`config.mk`:
```
export PLATFORM = sky130hd
export DESIGN_NAME = tick_led_chaser
export DESIGN_NICKNAME = d
export VERILOG_FILES = /design/src/rtl/chaser_pkg.sv /design/src/rtl/tick_led_chaser_rise_detect.sv /design/src/rtl/tick_led_chaser.sv
export SDC_FILE = /design/constraint.sdc
export NUM_CORES = 1
export LEC_CHECK = 0
export ABC_AREA = 1
export CAP_MARGIN = 5
export CORE_MARGIN = 1
export CORE_UTILIZATION = 48
export CTS_BUF_LIST = sky130_fd_sc_hd__clkbuf_4 sky130_fd_sc_hd__clkbuf_8
export DETAILED_ROUTE_END_ITERATION = 12
export PLACE_DENSITY = 0.81
export SLEW_MARGIN = 10
export SYNTH_ARGS = -nofsm -noshare
export SYNTH_HDL_FRONTEND = slang
export SYNTH_SLANG_ARGS = --single-unit
```
`constraint.sdc`:
```
create_clock -name clk -period 1.66 [get_ports clk]
set_input_delay 0.249 -clock clk [delete_from_list [all_inputs] [get_ports clk]]
set_output_delay 0.249 -clock clk [all_outputs]
set_load 0.01 [all_outputs]
```
`src/rtl/chaser_pkg.sv`:
```
// Shared state encoding and direction constants for the LED chaser.
package chaser_pkg;

  typedef enum logic [1:0] {
    IDLE    = 2'd0,
    MOVE_UP = 2'd1,
    MOVE_DN = 2'd2
  } chaser_state_e;

  localparam logic DIR_UP = 1'b0;
  localparam logic DIR_DN = 1'b1;

endpackage

```
`src/rtl/tick_led_chaser_rise_detect.sv`:
```
// Registered-previous rising-edge detector used for the reverse key.
module rise_detect (
  input  logic clk,
  input  logic reset,
  input  logic d,
  output logic rise
);

  logic d_q;

  always_ff @(posedge clk) begin
    if (reset) d_q <= 1'b0;
    else       d_q <= d;
  end

  assign rise = d & ~d_q;

endmodule

```
`src/rtl/tick_led_chaser.sv`:
```
// Bouncing single-LED chaser stepped by divider ticks.
// Optional tick prescaler enabled by defining CHASER_TICK_DIV_EN.
module tick_led_chaser
  import chaser_pkg::*;
#(
  parameter int N        = 8,
  parameter int PW       = $clog2(N),
  parameter int TICK_DIV = 4
) (
  input  logic          clk,
  input  logic          reset,
  input  logic          tick,
  input  logic          run,
  input  logic          rev_key,
  output logic [N-1:0]  leds,
  output logic [PW-1:0] pos,
  output logic          dir,
  output logic          lap
);

  localparam logic [PW-1:0] LAST = PW'(N - 1);

  chaser_state_e state, state_n;
  logic [PW-1:0] pos_n;
  logic [N-1:0]  leds_n;
  logic          dir_n, lap_n;
  logic          rev_pend, rev_pend_n;
  logic          rise, rev_eff, adv;

  rise_detect u_rev_edge (
    .clk   (clk),
    .reset (reset),
    .d     (rev_key),
    .rise  (rise)
  );

`ifdef CHASER_TICK_DIV_EN
  localparam int CW = (TICK_DIV > 1) ? $clog2(TICK_DIV) : 1;
  logic [CW-1:0] pre_cnt;

  // Only ticks that arrive while running advance the prescaler.
  always_ff @(posedge clk) begin
    if (reset) begin
      pre_cnt <= '0;
    end else if (tick && run) begin
      if (pre_cnt == CW'(TICK_DIV - 1)) pre_cnt <= '0;
      else                               pre_cnt <= pre_cnt + CW'(1);
    end
  end

  assign adv = tick & run & (pre_cnt == CW'(TICK_DIV - 1));
`else
  localparam int tick_div_unused = TICK_DIV;
  assign adv = tick & run;
`endif

  // An edge arriving in the same cycle as a step reverses that very step.
  assign rev_eff = rev_pend | rise;

  always_comb begin
    state_n    = state;
    pos_n      = pos;
    dir_n      = dir;
    lap_n      = 1'b0;
    rev_pend_n = rev_pend | rise;
    if (adv) begin
      rev_pend_n = 1'b0;
      case (state)
        IDLE: begin
          state_n = MOVE_UP;
          pos_n   = '0;
          dir_n   = DIR_UP;
        end
        MOVE_UP: begin
          if (rev_eff) begin
            state_n = MOVE_DN;
            dir_n   = DIR_DN;
            if (pos != '0) pos_n = pos - PW'(1);
          end else if (pos == LAST) begin
            state_n = MOVE_DN;
            dir_n   = DIR_DN;
            pos_n   = LAST - PW'(1);
            lap_n   = 1'b1;
          end else begin
            pos_n = pos + PW'(1);
          end
        end
        default: begin
          if (rev_eff) begin
            state_n = MOVE_UP;
            dir_n   = DIR_UP;
            if (pos != LAST) pos_n = pos + PW'(1);
          end else if (pos == '0) begin
            state_n = MOVE_UP;
            dir_n   = DIR_UP;
            pos_n   = PW'(1);
            lap_n   = 1'b1;
          end else begin
            pos_n = pos - PW'(1);
          end
        end
      endcase
    end
    leds_n = '0;
    if (state_n != IDLE) leds_n[pos_n] = 1'b1;
  end

  always_ff @(posedge clk) begin
    if (reset) begin
      state    <= IDLE;
      pos      <= '0;
      dir      <= DIR_UP;
      lap      <= 1'b0;
      leds     <= '0;
      rev_pend <= 1'b0;
    end else begin
      state    <= state_n;
      pos      <= pos_n;
      dir      <= dir_n;
      lap      <= lap_n;
      leds     <= leds_n;
      rev_pend <= rev_pend_n;
    end
  end

endmodule

```
* Word level (Yosys, flattened, before mapping) *
Index checks and enable logic that the tools add are counted.

word-level totals
  register bits = 17
  logic and storage cells = 57
  output and inout bits = 13

cells by class
  eq/ne operators = 4
  multiplexer cells = 26
  reduce and logical (&&, ||, !) cells = 10
  magnitude comparators = 2
  bitwise operators = 6
  $add $sub $neg = 2

operators with widths
  cell                                                  number
  2-to-1 mux 3 bit                                      7
  2-to-1 mux 2 bit                                      5
  2-to-1 mux 1 bit                                      9
  inequality test 3 bit (second input constant)         2
  one-hot mux 3 bit (2 select lines)                    1
  OR reduction 2 bit                                    3
  < comparator 3 x 4 -> 1 bit (second input constant)   1
  one-hot mux 1 bit (2 select lines)                    2
  one-hot mux 2 bit (2 select lines)                    1
  nonzero test 4 bit                                    1
  adder 3 x 1 -> 3 bit (second input constant)          1
  demux 1 bit (select 3 bit)                            1
  equality test 3 bit (second input constant)           1
  >= comparator 3 x 1 -> 1 bit (second input constant)  1
  zero test 3 bit                                       1
  NOT 1 bit                                             3
  AND reduction 3 bit                                   1
  nonzero test 3 bit                                    1
  subtractor 3 x 1 -> 3 bit (second input constant)     1
  bitwise AND 1 bit                                     2
  equality test 2 x 1 -> 1 bit (second input constant)  1
  zero test 2 bit                                       1
  nonzero test 2 bit                                    1
  logical AND 1 bit                                     1
  bitwise OR 1 bit                                      1

* Depth between registers and ports, before layout *
Gate-level depths: netlist (run 1).

  depth after elaboration = 10
  mapped depth = 12
  depth with buffers taken out = 12

* Modules after synthesis *
From an unflattened synthesis (run 1), not the netlist that was laid out.

unflattened totals
  cell total of the unflattened synthesis = 133
  area, all modules = 963.4 um^2

by module, submodules not included
  module           times used  cells each  seq. area each (um^2)  area each (um^2)
  tick_led_chaser  1           129         320.3                  932.1
  rise_detect      1           4           20.0                   31.3

* Least setup slack after synthesis (run 1) *
Ideal clock, no wire load.

  path kind = flip-flop to flip-flop
  start = register pos[0]
  end = register leds[6]
  cell stages (with the launch flop) = 13
  arrival time = 1.695 ns
  path buffers = 0
  data required time = 1.596 ns
  path slack = -0.099 ns
  cells stage by stage = dfxtp_1 inv_1 ha_1 ha_1 inv_1 ha_1 inv_1 nand2_1 nand3_2 nand3_2 nand2_2 nand2_2 nor2_1

on the way
  longest elaborated chain between the ends = 9
  elaborated cells between the ends (all ways) = 28
  classes of those cells = 2 x add/sub; 2 x order compare; 2 x eq/ne; 16 x mux; 1 x bitwise; 5 x reduce/logical

RTL lines
  item                                                                                                      RTL line                                      text
  start, declared                                                                                           tick_led_chaser.sv:16                         output logic [PW-1:0] pos,
  start signal, assigned                                                                                    tick_led_chaser.sv:118                        pos <= pos_n;
  subtractor 3 x 1 -> 3 bit (tied with other cells)                                                         tick_led_chaser.sv:78, tick_led_chaser.sv:99
  2-to-1 mux 3 bit, on equally long branches                                                                -
  2-to-1 mux 3 bit, on equally long branches                                                                tick_led_chaser.sv:89, tick_led_chaser.sv:75
  one-hot mux 3 bit (2 select lines)                                                                        tick_led_chaser.sv:68                         case (state)
  2-to-1 mux 3 bit                                                                                          tick_led_chaser.sv:66                         if (adv) begin
  < comparator 3 x 4 -> 1 bit (implied by the code) / >= comparator 3 x 1 -> 1 bit (equally long branches)  tick_led_chaser.sv:105                        if (state_n != IDLE) leds_n[pos_n] = 1'b1;
  logical AND 1 bit (implied by the code)                                                                   tick_led_chaser.sv:105
  2-to-1 mux 1 bit (implied by the code)                                                                    tick_led_chaser.sv:105
  demux 1 bit (select 3 bit)                                                                                tick_led_chaser.sv:105
  end signal, assigned                                                                                      tick_led_chaser.sv:121                        leds <= leds_n;
  end, declared                                                                                             tick_led_chaser.sv:15                         output logic [N-1:0] leds,

Parallel ways exist; a longest one is shown, timed or not.
A chain may end at the register's enable or synchronous reset.

* Worst setup path in the final report (run 1) *
  start = register pos[0]
  end = register leds[2]

Same word-level chain as after synthesis.

==> summary by stage, run 1 <==
Run status
The flow ran to the end, but the final reports show violations. The checks that failed: setup timing.

STA
Summed over all failing endpoints, the final setup total negative slack is -0.00354 ns. The hold violation total from the final report is 0. Setup repair after global routing could not meet its margin everywhere.

Between clock sinks in the finished design, the worst skew comes to 0.00133 ns. The total count of max-transition violations in the final report is 0. The count of final setup violators is 1. The post-route worst hold slack is ~0.52 ns. The worst-case headroom to the max-slew limit is ~75%. The clock period minus worst slack is 1.66 ns. The worst setup slack after layout is -0.00354 ns. The worst-margin pin slew is roughly 0.38 ns. In the finished design, the share of the clock period the worst path needs comes to 100%.

For this run, the top clock speed supported by timing is approximately 600 MHz.

Synthesis
When the netlist entered floorplanning its net count stood at 143. A synthesized cell averages ~7.4 sq um. The cell count after synthesis is 130.

After synthesis, the largest area contributor takes up between 30% and 40% of total cell area. The top cell type by total area after synthesis is sky130_fd_sc_hd__dfxtp_1. In the synthesized netlist, the cells that appear most often are 30 x sky130_fd_sc_hd__nand2_1, 18 x sky130_fd_sc_hd__inv_1, 17 x sky130_fd_sc_hd__dfxtp_1, 17 x sky130_fd_sc_hd__nor2_1, 9 x sky130_fd_sc_hd__nand3_1. The Yosys step of the flow raised 0 warnings. The fraction of registers with async set or reset after synthesis is 0%.

The most frequently used flop master after synthesis is sky130_fd_sc_hd__dfxtp_1. Sequential cells were found to cover between 30% and 40% of the synthesized design area. The number of different library cells in the post-synthesis netlist is 23. The synthesized design contains 17 register bits. Ranked by total cell area, the synthesized netlist is headed by sky130_fd_sc_hd__dfxtp_1 36%, sky130_fd_sc_hd__nand2_1 12%, sky130_fd_sc_hd__ha_1 10%. The number of enable-type register cells in the synthesized netlist is 0. The most numerous cell in the Yosys netlist is sky130_fd_sc_hd__nand2_1. The cell area after synthesis is roughly 960 sq um.

Placement
The final weighted congestion in routability-driven placement is a little over 0.8. Prior to clock tree synthesis, the placed netlist has a worst setup slack of -0.00606 ns. In this run the tool buffered the top-level ports with 17 buffer cells.

The HPWL after detailed placement is ~1.6 mm. After detailed placement, the design holds a cell count of ~180.

Critical path
The worst setup path is of the flop to flop kind. STA classifies the critical path startpoint as a flop. On the critical path, the stage with the largest delay is an instance of sky130_fd_sc_hd__dfxtp_4. The critical path data required time is roughly 1.9 ns. The category of the worst setup path capture point is a flop. Together, buffers and inverters on the worst path number 3. Grouping stages by cell kind, the critical path spends the most delay in adder cells. Walking the worst path, the cells encountered are inv_2 -> ha_4 -> ha_4 -> inv_2 -> ha_1 -> inv_1 -> nand2_1 -> nand3_2 -> nand3_4 -> nand2_4 -> nand2_4 -> nor2_2. The maximum cell stage delay along the critical path is 0.35 ns. For the worst setup path, the data arrival time is about 1.9 ns. The largest fanout on the critical path is 4.

Pwr
The sum of internal, switching and leakage power is around 930 uW. IR analysis of the VDD net gives a maximum drop of about 0.0006 V. Summed over all cells, the static leakage comes to between 0.6 and 0.7 nW. The power per cell area is 671 nW/um^2.

Detailed routing
Once detail routing completed, the nets flagged for antenna violations numbered 0. The length of the first detailed-routing pass in iterations is 4. After detailed routing, the number of vias per cell comes to between 5 and 6. Detailed routing placed a total of approximately 1.3 mm of wire on met2. After detailed routing, the met3 layer carries between 100 and 150 um of wire.

The routed length on met1 is roughly 970 um. The routed design has around 2.5 mm of wire. The count of routing violations after the opening detailed-route iteration is 33. After detailed routing, the number of remaining DRC violations is 0.

The uppermost layer routed is met4. The detailed router placed roughly 960 vias in this run. After detailed routing, the average wire length per cell comes to 13.8 um.

Finish
The multi-input combinational cells in the finished layout cover a total of roughly 660 sq um. Of the cells placed in the final design, the portion with a size suffix greater than 1 is 38.6%. The antenna diode instance count is 0. The area growth from synthesis to layout is 44.3%. The area taken by flip-flops and latches is about 350 sq um. The count of cells in the finished layout, fillers not included, comes to between 150 and 200. For this run, the post-layout net count is between 150 and 200. After filler insertion, the fill cell instance count of the layout stands at roughly 130.

Floorplanning
The floorplan die height is roughly 47 um. Once the floorplan was initialized, standard cells occupied a little over half of the core. The standard-cell row count is 15. The core area is between 1500 and 2000 sq um. The floorplan die width is 46.7 um. 18 I/O pins were placed. The floorplan step defined a die boundary enclosing between 2000 and 2500 sq um.

Global routing
The number of antenna violations at the first check in global routing came to 0. The pin count of the biggest net entering global routing is 11. The wire length of the first global-routing pass is 3.35 mm. The number of global-route vias before repair is 793.

Global routing finished with a remaining overflow of 0. In the global route stage, overall resource usage came out at 22.0%.

Hold path
The path class of the tightest hold or removal check is flop to flop.

CTS
CTS built an H-tree with a depth of 1. The count of hold-fix buffers inserted at cts is 0. In this run the clock root is driven by a sky130_fd_sc_hd__clkbuf_4. The number of clock buffers added by TritonCTS is 3. At the later pin of the worst-skew pair, clock insertion delay measures around 0.3 ns. For this design, the sink count on the clock tree is 17.

The clock-pin transition on the worst setup and hold timing paths is 0.10 ns. In this run the deepest clock path goes through 2 buffers. The TritonCTS clock tree is done.

Job
The max capacitance violation total is 0.
## layout by cell type (no fill, tap or decap), types with 4 or more instances in the layout
master | netlist | layout
sky130_fd_sc_hd__nand2_1 | 30 | 23
sky130_fd_sc_hd__clkdlybuf4s50_1 | 0 | 17
sky130_fd_sc_hd__dfxtp_1 | 17 | 15
sky130_fd_sc_hd__inv_1 | 18 | 13
sky130_fd_sc_hd__nand2_2 | 7 | 12
sky130_fd_sc_hd__nor2_1 | 17 | 11
sky130_fd_sc_hd__nand3_2 | 6 | 9
sky130_fd_sc_hd__buf_4 | 0 | 9
sky130_fd_sc_hd__nor2_2 | 0 | 6
sky130_fd_sc_hd__inv_2 | 1 | 5
sky130_fd_sc_hd__ha_1 | 8 | 4
## worst min-delay path: stages (launching register included)
cell,delay [ns]
sky130_fd_sc_hd__dfxtp_1,0.34
sky130_fd_sc_hd__nor2_1,0.10
sky130_fd_sc_hd__a211oi_1,0.05
## cell families (layout without fill, tap and decap cells)
logic type | Yosys count | count (layout) | synth area share [%]
and+or+nand+nor | 77 | 77 | 39.9
buffers and inverters | 22 | 50 | 10.2
DFF | 17 | 17 | 35.5
adders and majority gates | 8 | 8 | 10.4
AOI/OAI and AO/OA | 6 | 6 | 3.92
## path summary, 6_finish.rpt
kind / start / to / slack (ns) / cells after the start
min reg2reg: state[0] / state[0] / 0.52 / 2
max reg2reg: pos[0] / leds[2] / -0.004 / 12
min: state[0] / state[0] / 0.52 / 2
max: pos[0] / leds[2] / -0.004 / 12
## routing by layer
layer / global-route usage [%] / up-vias
met2: 38.3 / 33
met4: 7.43 / 0
li1: - / 461
met3: 4.71 / 10
met5: 0 / -
met1: 26.3 / 459
## through the flow
step | cell area (sq um) | utilization (%)
after floorplan | 963 | -
after CTS | 1240 | 68.8
after global routing | 1380 | 76.7
after global placement | 1200 | 66.7
final | 1380 | 76.7
after detailed placement | 1200 | 66.7
## state kept, by name, indices dropped and copies added (netlist names)
name	cells
state	2
leds	8
dir	1
lap	1
rev_pend	1
u_rev_edge.d_q	1
pos	3
## power by group
part / switching (mW) / leakage (nW) / internal [mW]
Combinational: 0.165 / 0.446 / 0.110
Clock: 0.132 / 0.0177 / 0.0899
Sequential: 0.00891 / 0.140 / 0.422
Total: 0.306 / 0.604 / 0.622
## what timing repair did
action,CTS,global route
setup buffers,0,2
resized for setup,5,32
endpoints found under the setup margin,6,9
cloned,0,0
pin swaps,4,10
## cell type report
type	instances	share of cell area (%)
inverters	20	6.15
repair buffers	26	17.2
clock buffers	3	1.63
flip-flops and latches	17	25.0
clock inverters	1	0.362
multi-input cells	91	47.4
well taps	25	2.26
Power figures use the tool's default switching activity.
==> run 2: changes to the inputs <==
Settings changed: CORE_UTILIZATION 48 to 50.
Clock period 1.66 ns to 1.8 ns, I/O delays scaled along.
==> run 2 against run 1 <==
The flow now finishes without violations; die area down 3.8%; clock skew up 0.0031 ns; critical endpoint is now leds[0]; sequential power down 7.7%; non-clock buffer count down 4; critical path type unchanged; combinational power down 26%; hold slack better by 0.022 ns; critical path depth unchanged; routed wire length down 17%; final cell count down 2.2%.
==> summary by stage, run 2 (synthesis gave the netlist of run 1 again) <==
Placement
The worst-case setup slack after placement was 0.0603 ns (+0.0664 ns). The count of input and output buffers is 17 (unchanged). The post-detailed-placement cell area is 1170 sq um (-2.3%). The HPWL after detailed placement is 1.57 mm (-1.9%).

The final weighted congestion in routability-driven placement came to 0.910 (+12%). The cell count after placement came to 174 (-1.7%).

Detailed routing
The total DRC errors in the routed layout came to 0 (unchanged). The count of routing violations after the opening detailed-route iteration was 27 (-18%). The length of the first detailed-routing pass in iterations is 4 (unchanged). The average wire per standard cell was 11.8 um (-15%). The routed via count was 888 (-7.8%). The number of nets with antenna violations after detailed routing is 0 (unchanged). The total length of routed wires is 2.11 mm (-17%). The average via count per standard cell came to 4.96 (-5.7%).

Finish
The final design instance area without fill was 1240 sq um (-10%). The antenna diode instance count was 0 (unchanged). The flip-flop count of the largest register, all copies and words added is 8 (unchanged). leds holds more flip-flops than any other register.

The area growth from synthesis to layout is 29.9%. The net total in the final layout is 168 (-2.3%). The ratio of cells with drive above 1 in the final layout is 22.7% (-16 points). The largest registers in the layout are leds (8), pos (3), state (2). The final cell count without fillers came to 179 (-2.2%). The fraction of the core area covered by cells at the end of the flow is 70.6% (-6.2 points). Leaving out fill and tap cells, the most frequent cell in the layout is sky130_fd_sc_hd__nand2_1.

In the layout the commonest cells are 30 x sky130_fd_sc_hd__nand2_1, 17 x sky130_fd_sc_hd__clkdlybuf4s50_1, 16 x sky130_fd_sc_hd__inv_1, 15 x sky130_fd_sc_hd__nor2_1, 15 x sky130_fd_sc_hd__dfxtp_1.

STA
The hold violation total from the final report is 0 (unchanged). The total count of max-transition violations in the final report came to 0 (unchanged). The worst-case clock skew is 0.00446 ns (+0.00313 ns). The count of final setup violators is 0 (-1).

The clock period minus worst slack was 1.67 ns (+0.00816 ns). The sum of negative setup slack is 0 ns (+0.00354 ns). The worst-margin pin slew is 0.407 ns (+0.0254 ns).

The post-route worst hold slack came to 0.542 ns (+0.0220 ns). The final cycle utilization of the critical path is 92.9% (-7.3 points). The maximum clock frequency is 598 MHz (-0.49%). The worst setup slack after layout is 0.128 ns (+0.132 ns).

The worst-case headroom to the max-slew limit is 72.8% (-1.7 points). Setup repair after global routing left no endpoint under its margin.

Pwr
The register share of total power is 49.0% (+2.5 points). The peak ir drop on the vdd network was 0.000631 V (+7.0%). The net switching power is 255 uW (-16%). The power per cell area is 653 nW/um^2 (-2.6%).

The combinational share of power was 25.1% (-4.5 points). The share of total power in the clock network was 25.9% (+1.9 points). The internal cell power came to 558 uW (-10%). The leakage power figure is 0.571 nW (-5.4%).

The sum of internal, switching and leakage power is 813 uW (-12%). The switching fraction of total power was 31.4% (-1.6 points).

Critical path
The arrival time of data at the critical path endpoint is 1.91 ns (about the same). The library cell contributing the largest single delay on the critical path is sky130_fd_sc_hd__dfxtp_2. The largest fanout on the critical path is 4 (unchanged). The category of the worst setup path capture point is a flop. The kind of critical path is flop to flop. The critical path data required time is 2.04 ns (+0.14 ns). The maximum cell stage delay along the critical path was 0.35 ns (about the same). Traced cell by cell, the critical path runs through inv_2 -> ha_4 -> ha_4 -> inv_1 -> ha_1 -> inv_1 -> nand2_1 -> nand3_2 -> nand3_2 -> nand2_2 -> nand2_2 -> nor2_2. The worst setup path is launched from a flop.

Floorplanning
The core area came to 1760 sq um (-2.1%). The initial core utilization is 54.3% (+1.1 points). The floorplan die height is 45.8 um (-1.9%). The overall die area is 2100 sq um (-3.8%). The standard-cell row count is 15 (unchanged).

The floorplan die width was 45.8 um (-1.9%). The I/O pin count is 18 (unchanged).

Run status
The flow ran to the end, and the final reports show no timing, DRC or antenna violations.

CTS
The maximum buffer depth of the clock tree is 2 (unchanged). The H-tree depth is 1 (unchanged). The buffer cell driving the clock tree root is sky130_fd_sc_hd__clkbuf_4. The number of clock buffers inserted by TritonCTS is 3 (unchanged). TritonCTS built the clock tree. The TritonCTS sink count is 17 (unchanged). The clock latency at the later pin of the worst-skew pair is 0.29 ns (about the same).

The clock-pin transition on the worst setup and hold timing paths came to 0.10 ns (about the same).

Job
The max capacitance violation total is 0 (unchanged).

Hold path
The path class of the lowest-slack min-delay path is flop to flop.

Global routing
The number of global-route vias before repair is 803 (+1.3%). The wire length of the first global-routing pass is 3.28 mm (-2.3%). The pin count of the biggest net entering global routing came to 12 (+1). The number of antenna violations at the first check in global routing is 0 (unchanged). The global-route usage over all layers is 21.9% (-0.097 points). The leftover overflow at the end of global routing is 0 (unchanged).
-- run 2: changes by cell type in the layout (fill, tap and decap cells not counted), moves of 3 or more --
cell and change:
sky130_fd_sc_hd__nand2_2 -5, sky130_fd_sc_hd__inv_1 +3, sky130_fd_sc_hd__nor2_1 +4, sky130_fd_sc_hd__nand2_1 +7, sky130_fd_sc_hd__nor2_2 -4, sky130_fd_sc_hd__nand3_1 +6
sky130_fd_sc_hd__nand3_2 -3, sky130_fd_sc_hd__nand3_4 -3, sky130_fd_sc_hd__buf_4 -4
-- run 2: cell type report --
| type | count | area, sq um |
|---|---|---|
| Clock buffer | 3 | 22.5 |
| Clock inverter | 1 | 7.51 |
| Fill cell | 156 | 519 |
| Inverter | 20 | 82.6 |
| Multi-Input combinational cell | 91 | 551 |
| Sequential cell | 17 | 343 |
| Tap cell | 25 | 31.3 |
| Timing Repair Buffer | 22 | 208 |
-- run 2: routing by layer --
layer / share of wire, % / wire length [um] / GRT usage, %
met5: 0 / 0 / 0
met2: 48 / 1020 / 36.0
met4: 1.7 / 36 / 8.24
met3: 5.0 / 105 / 5.95
met1: 45 / 946 / 27.1
-- run 2: timing repair --
item / in CTS / in global routing
buffers inserted: 0 / 1
setup endpoints to repair: 0 / 9
resized for setup: 0 / 10
hold buffers: 0 / 0
hold endpoints to repair: 0 / 0
-- run 2: path summary, 6_finish.rpt --
check,depth (start not counted),endpoint,slack (ns),from
worst max-delay path,12,leds[0],0.13,pos[0]
worst min-delay path,2,state[0],0.54,state[0]
worst max register to register,12,leds[0],0.13,pos[0]
worst min register to register,2,state[0],0.54,state[0]
-- run 2: worst max-delay path, delay by kind of cell (launching register included) --
| kind | cells | cell delay [ns] |
|---|---|---|
| adders and majority gates | 3 | 0.55 |
| buffers and inverters | 3 | 0.18 |
| DFF | 1 | 0.35 |
| and+or+nand+nor | 6 | 0.51 |
-- run 2: power by group through the flow --
stage | registers, mW | logic, mW | clock network (mW)
after global routing | 0.400 | 0.225 | 0.238
after floorplan | 0.412 | 0.120 | 0
after global placement | 0.405 | 0.182 | 0
after CTS | 0.397 | 0.188 | 0.216
after detailed placement | 0.406 | 0.186 | 0
final | 0.398 | 0.204 | 0.211
==> run 3: changes to the inputs <==
Settings changed: CORE_UTILIZATION 50 to 53, PLACE_DENSITY 0.81 to 0.85.
==> run 3 against run 2 <==
Non-clock buffer count unchanged; register-to-register slack got worse by 0.06 ns; maximum frequency decreased by 3.4%; core utilization increased by 2.2 points; combinational power about the same; critical endpoint is now leds[4]; largest cell class unchanged.
==> summary by stage, run 3 (synthesis gave the netlist of run 1 again) <==
CTS
The TritonCTS sink count came to 17 (unchanged). The maximum buffer depth of the clock tree is 2 (unchanged). The TritonCTS clock tree is done. The clock latency at the later pin of the worst-skew pair is 0.30 ns (about the same). The H-tree depth is 1 (unchanged).

The buffer cell driving the clock tree root is sky130_fd_sc_hd__clkbuf_4. The clock-pin transition on the worst setup and hold timing paths was 0.11 ns (about the same). The count of hold-fix buffers inserted at cts is 0 (unchanged). The number of clock buffers inserted by TritonCTS is 3 (unchanged).

Detailed routing
The routed via count was 923 (+3.9%). The average wire per standard cell was 12.8 um (+8.8%). The average via count per standard cell came to 5.16 (+3.9%).

The number of nets with antenna violations after detailed routing is 0 (unchanged). The total length of routed wires was 2.30 mm (+8.8%). The count of routing violations after the opening detailed-route iteration came to 39 (+44%). The total DRC errors in the routed layout came to 0 (unchanged). The length of the first detailed-routing pass in iterations is 4 (unchanged).

Placement
The count of input and output buffers is 17 (unchanged). The final weighted congestion in routability-driven placement is 0.838 (-7.9%). The worst-case setup slack after placement is -0.0118 ns (-0.0721 ns). The HPWL after detailed placement is 1.72 mm (+9.5%).

Finish
The area taken by flip-flops and latches is 343 sq um (unchanged). Ranked by flip-flop count, first place goes to leds. The antenna diode instance count was 0 (unchanged). The final-layout fill cell count is 130 (-17%).

In the layout the commonest cells are 29 x sky130_fd_sc_hd__nand2_1, 17 x sky130_fd_sc_hd__clkdlybuf4s50_1, 16 x sky130_fd_sc_hd__inv_1, 15 x sky130_fd_sc_hd__nor2_1, 15 x sky130_fd_sc_hd__dfxtp_1. The area growth from synthesis to layout is 29.6%. The combined area of the multi-input logic cells came to 548 sq um (-0.45%).

The net total in the final layout came to 168 (unchanged). In the final layout, the registers with the most flip-flops are leds (8), pos (3), state (2). The flip-flop count of the largest register, all copies and words added is 8 (unchanged). The ratio of cells with drive above 1 in the final layout is 24.0% (+1.3 points). The most common library cell in the layout ignoring fill and taps is sky130_fd_sc_hd__nand2_1.

Floorplanning
The floorplan die height is 44.5 um (-2.7%). The core area is 1710 sq um (-3.2%). The standard-cell row count is 15 (unchanged). The floorplan die width is 44.5 um (-2.7%).

The initial core utilization is 56.1% (+1.8 points). The I/O pin count came to 18 (unchanged). The overall die area is 1980 sq um (-5.4%).

STA
The worst-case clock skew is 0.0134 ns (+0.00894 ns). The worst-margin pin slew is 0.369 ns (-0.0376 ns). The clock period minus worst slack is 1.73 ns (+0.0586 ns). The worst-case headroom to the max-slew limit is 75.4% (+2.5 points). The final cycle utilization of the critical path is 96.1% (+3.3 points). The total count of max-transition violations in the final report is 0 (unchanged). The maximum clock frequency is 578 MHz (-3.4%).

The count of final setup violators is 0 (unchanged). The hold violation total from the final report is 0 (unchanged). The worst setup slack after layout is 0.0697 ns (-0.0586 ns).

Critical path
The start point of the critical path is pos[0]. The setup slack of the worst register-to-register path was 0.07 ns (-0.06 ns). The critical path data required time is 2.05 ns (about the same). The largest fanout on the critical path is 4 (unchanged). The last element of the critical path is leds[4]. The category of the worst setup path capture point is a flop. The length in cells of the worst reg-to-reg path is 12 (unchanged).

The startpoint identified for the worst register-to-register timing path is pos[0]. The category of the worst setup path launch point is a flop. The arrival time of data at the critical path endpoint came to 1.98 ns (+0.07 ns). The setup path with the least slack is of type flop to flop. The worst register-to-register path ends at leds[4].

Pwr
The peak ir drop on the vdd network is 0.000649 V (+2.8%). The power per cell area is 662 nW/um^2 (+1.2%). The sum of internal, switching and leakage power is 822 uW (+1.0%).

The leakage power figure came to 0.569 nW (-0.37%).

Global routing
The number of antenna violations at the first check in global routing is 0 (unchanged). The leftover overflow at the end of global routing is 0 (unchanged). The pin count of the biggest net entering global routing is 12 (unchanged). The wire length of the first global-routing pass is 3.73 mm (+14%). The number of global-route vias before repair came to 883 (+10%). The global-route usage over all layers is 25.6% (+3.7 points).

Job
The max capacitance violation total came to 0 (unchanged).

Hold path
The path class of the lowest-slack min-delay path is flop to flop.

Run status
The run finished with clean final reports.
[run 3: cell types whose count changed in the layout (fill, tap and decap cells not counted)]
cell                      previous run  this run
sky130_fd_sc_hd__ha_2                0         1
sky130_fd_sc_hd__ha_4                2         1
sky130_fd_sc_hd__nand2_1            30        29
sky130_fd_sc_hd__nand2_2             7         8
sky130_fd_sc_hd__nand3_1             9         8
sky130_fd_sc_hd__nand3_2             6         7
[run 3: how the worst min path moves through the flow]
| stage | startpoint | endpoint | slack (ns) | cells after the start |
|---|---|---|---|---|
| after floorplan | rev_key | u_rev_edge.d_q | 0.38 | 2 |
| after detailed placement | state[0] | state[0] | 0.50 | 2 |
| after CTS | state[0] | state[0] | 0.52 | 2 |
| after global placement | state[0] | state[0] | 0.50 | 2 |
| after global routing | state[0] | state[0] | 0.54 | 2 |
| final | state[0] | state[0] | 0.51 | 2 |
[run 3: final cells by class]
cell class                 instances  share of cell area [%]
tap                               25                    2.52
clock inverter                     1                   0.604
inverter                          20                    6.65
sequential                        17                    27.6
multi-input combinational         91                    44.1
timing repair buffer              22                    16.7
clock buffer                       3                    1.81
[run 3: where the power goes]
| part | total [mW] | internal, mW | switching (mW) | leakage (nW) |
|---|---|---|---|---|
| logic | 0.206 | 0.0823 | 0.124 | 0.416 |
| clock network | 0.217 | 0.0848 | 0.132 | 0.0139 |
| registers | 0.399 | 0.390 | 0.00841 | 0.139 |
[run 3: repair_timing]
item / 4_1_cts / 5_1_grt
endpoints found under the setup margin: 4 / 8
buffers inserted: 1 / 0
resized for setup: 3 / 8
pin swaps: 1 / 1
cloned: 0 / 0
[run 3: through the flow]
| stage | hold WS [ns] | TNS, ns | instance area [sq um] | std cells | util, % |
|---|---|---|---|---|---|
| floorplan | 0.377 | 0 | 958 | 130 | - |
| global placement | 0.497 | 0 | 1170 | 174 | 68.8 |
| detailed placement | 0.502 | -0.0118 | 1170 | 174 | 68.8 |
| CTS | 0.516 | 0 | 1220 | 179 | 71.4 |
| global route | 0.539 | -0.00409 | 1240 | 179 | 72.7 |
| finish | 0.515 | 0 | 1240 | 179 | 72.7 |
[run 3: routing by layer]
metal,vias to the layer above,global-route usage [%],share of wire (%)
li1,452,-,-
met2,32,46.2,54
met5,-,0,0
met4,0,9.70,0.83
met1,434,28.5,40
met3,5,6.53,5.2
[run 3: worst max-delay path: stages (launching register included)]
cell and delay (ns):
sky130_fd_sc_hd__dfxtp_2 0.35, sky130_fd_sc_hd__inv_2 0.07, sky130_fd_sc_hd__ha_2 0.21, sky130_fd_sc_hd__ha_4 0.14, sky130_fd_sc_hd__inv_1 0.05, sky130_fd_sc_hd__ha_1 0.26
sky130_fd_sc_hd__inv_1 0.05, sky130_fd_sc_hd__nand2_1 0.06, sky130_fd_sc_hd__nand3_2 0.08, sky130_fd_sc_hd__nand3_2 0.10, sky130_fd_sc_hd__nand2_2 0.09, sky130_fd_sc_hd__nand2_2 0.09
sky130_fd_sc_hd__nor2_2 0.12
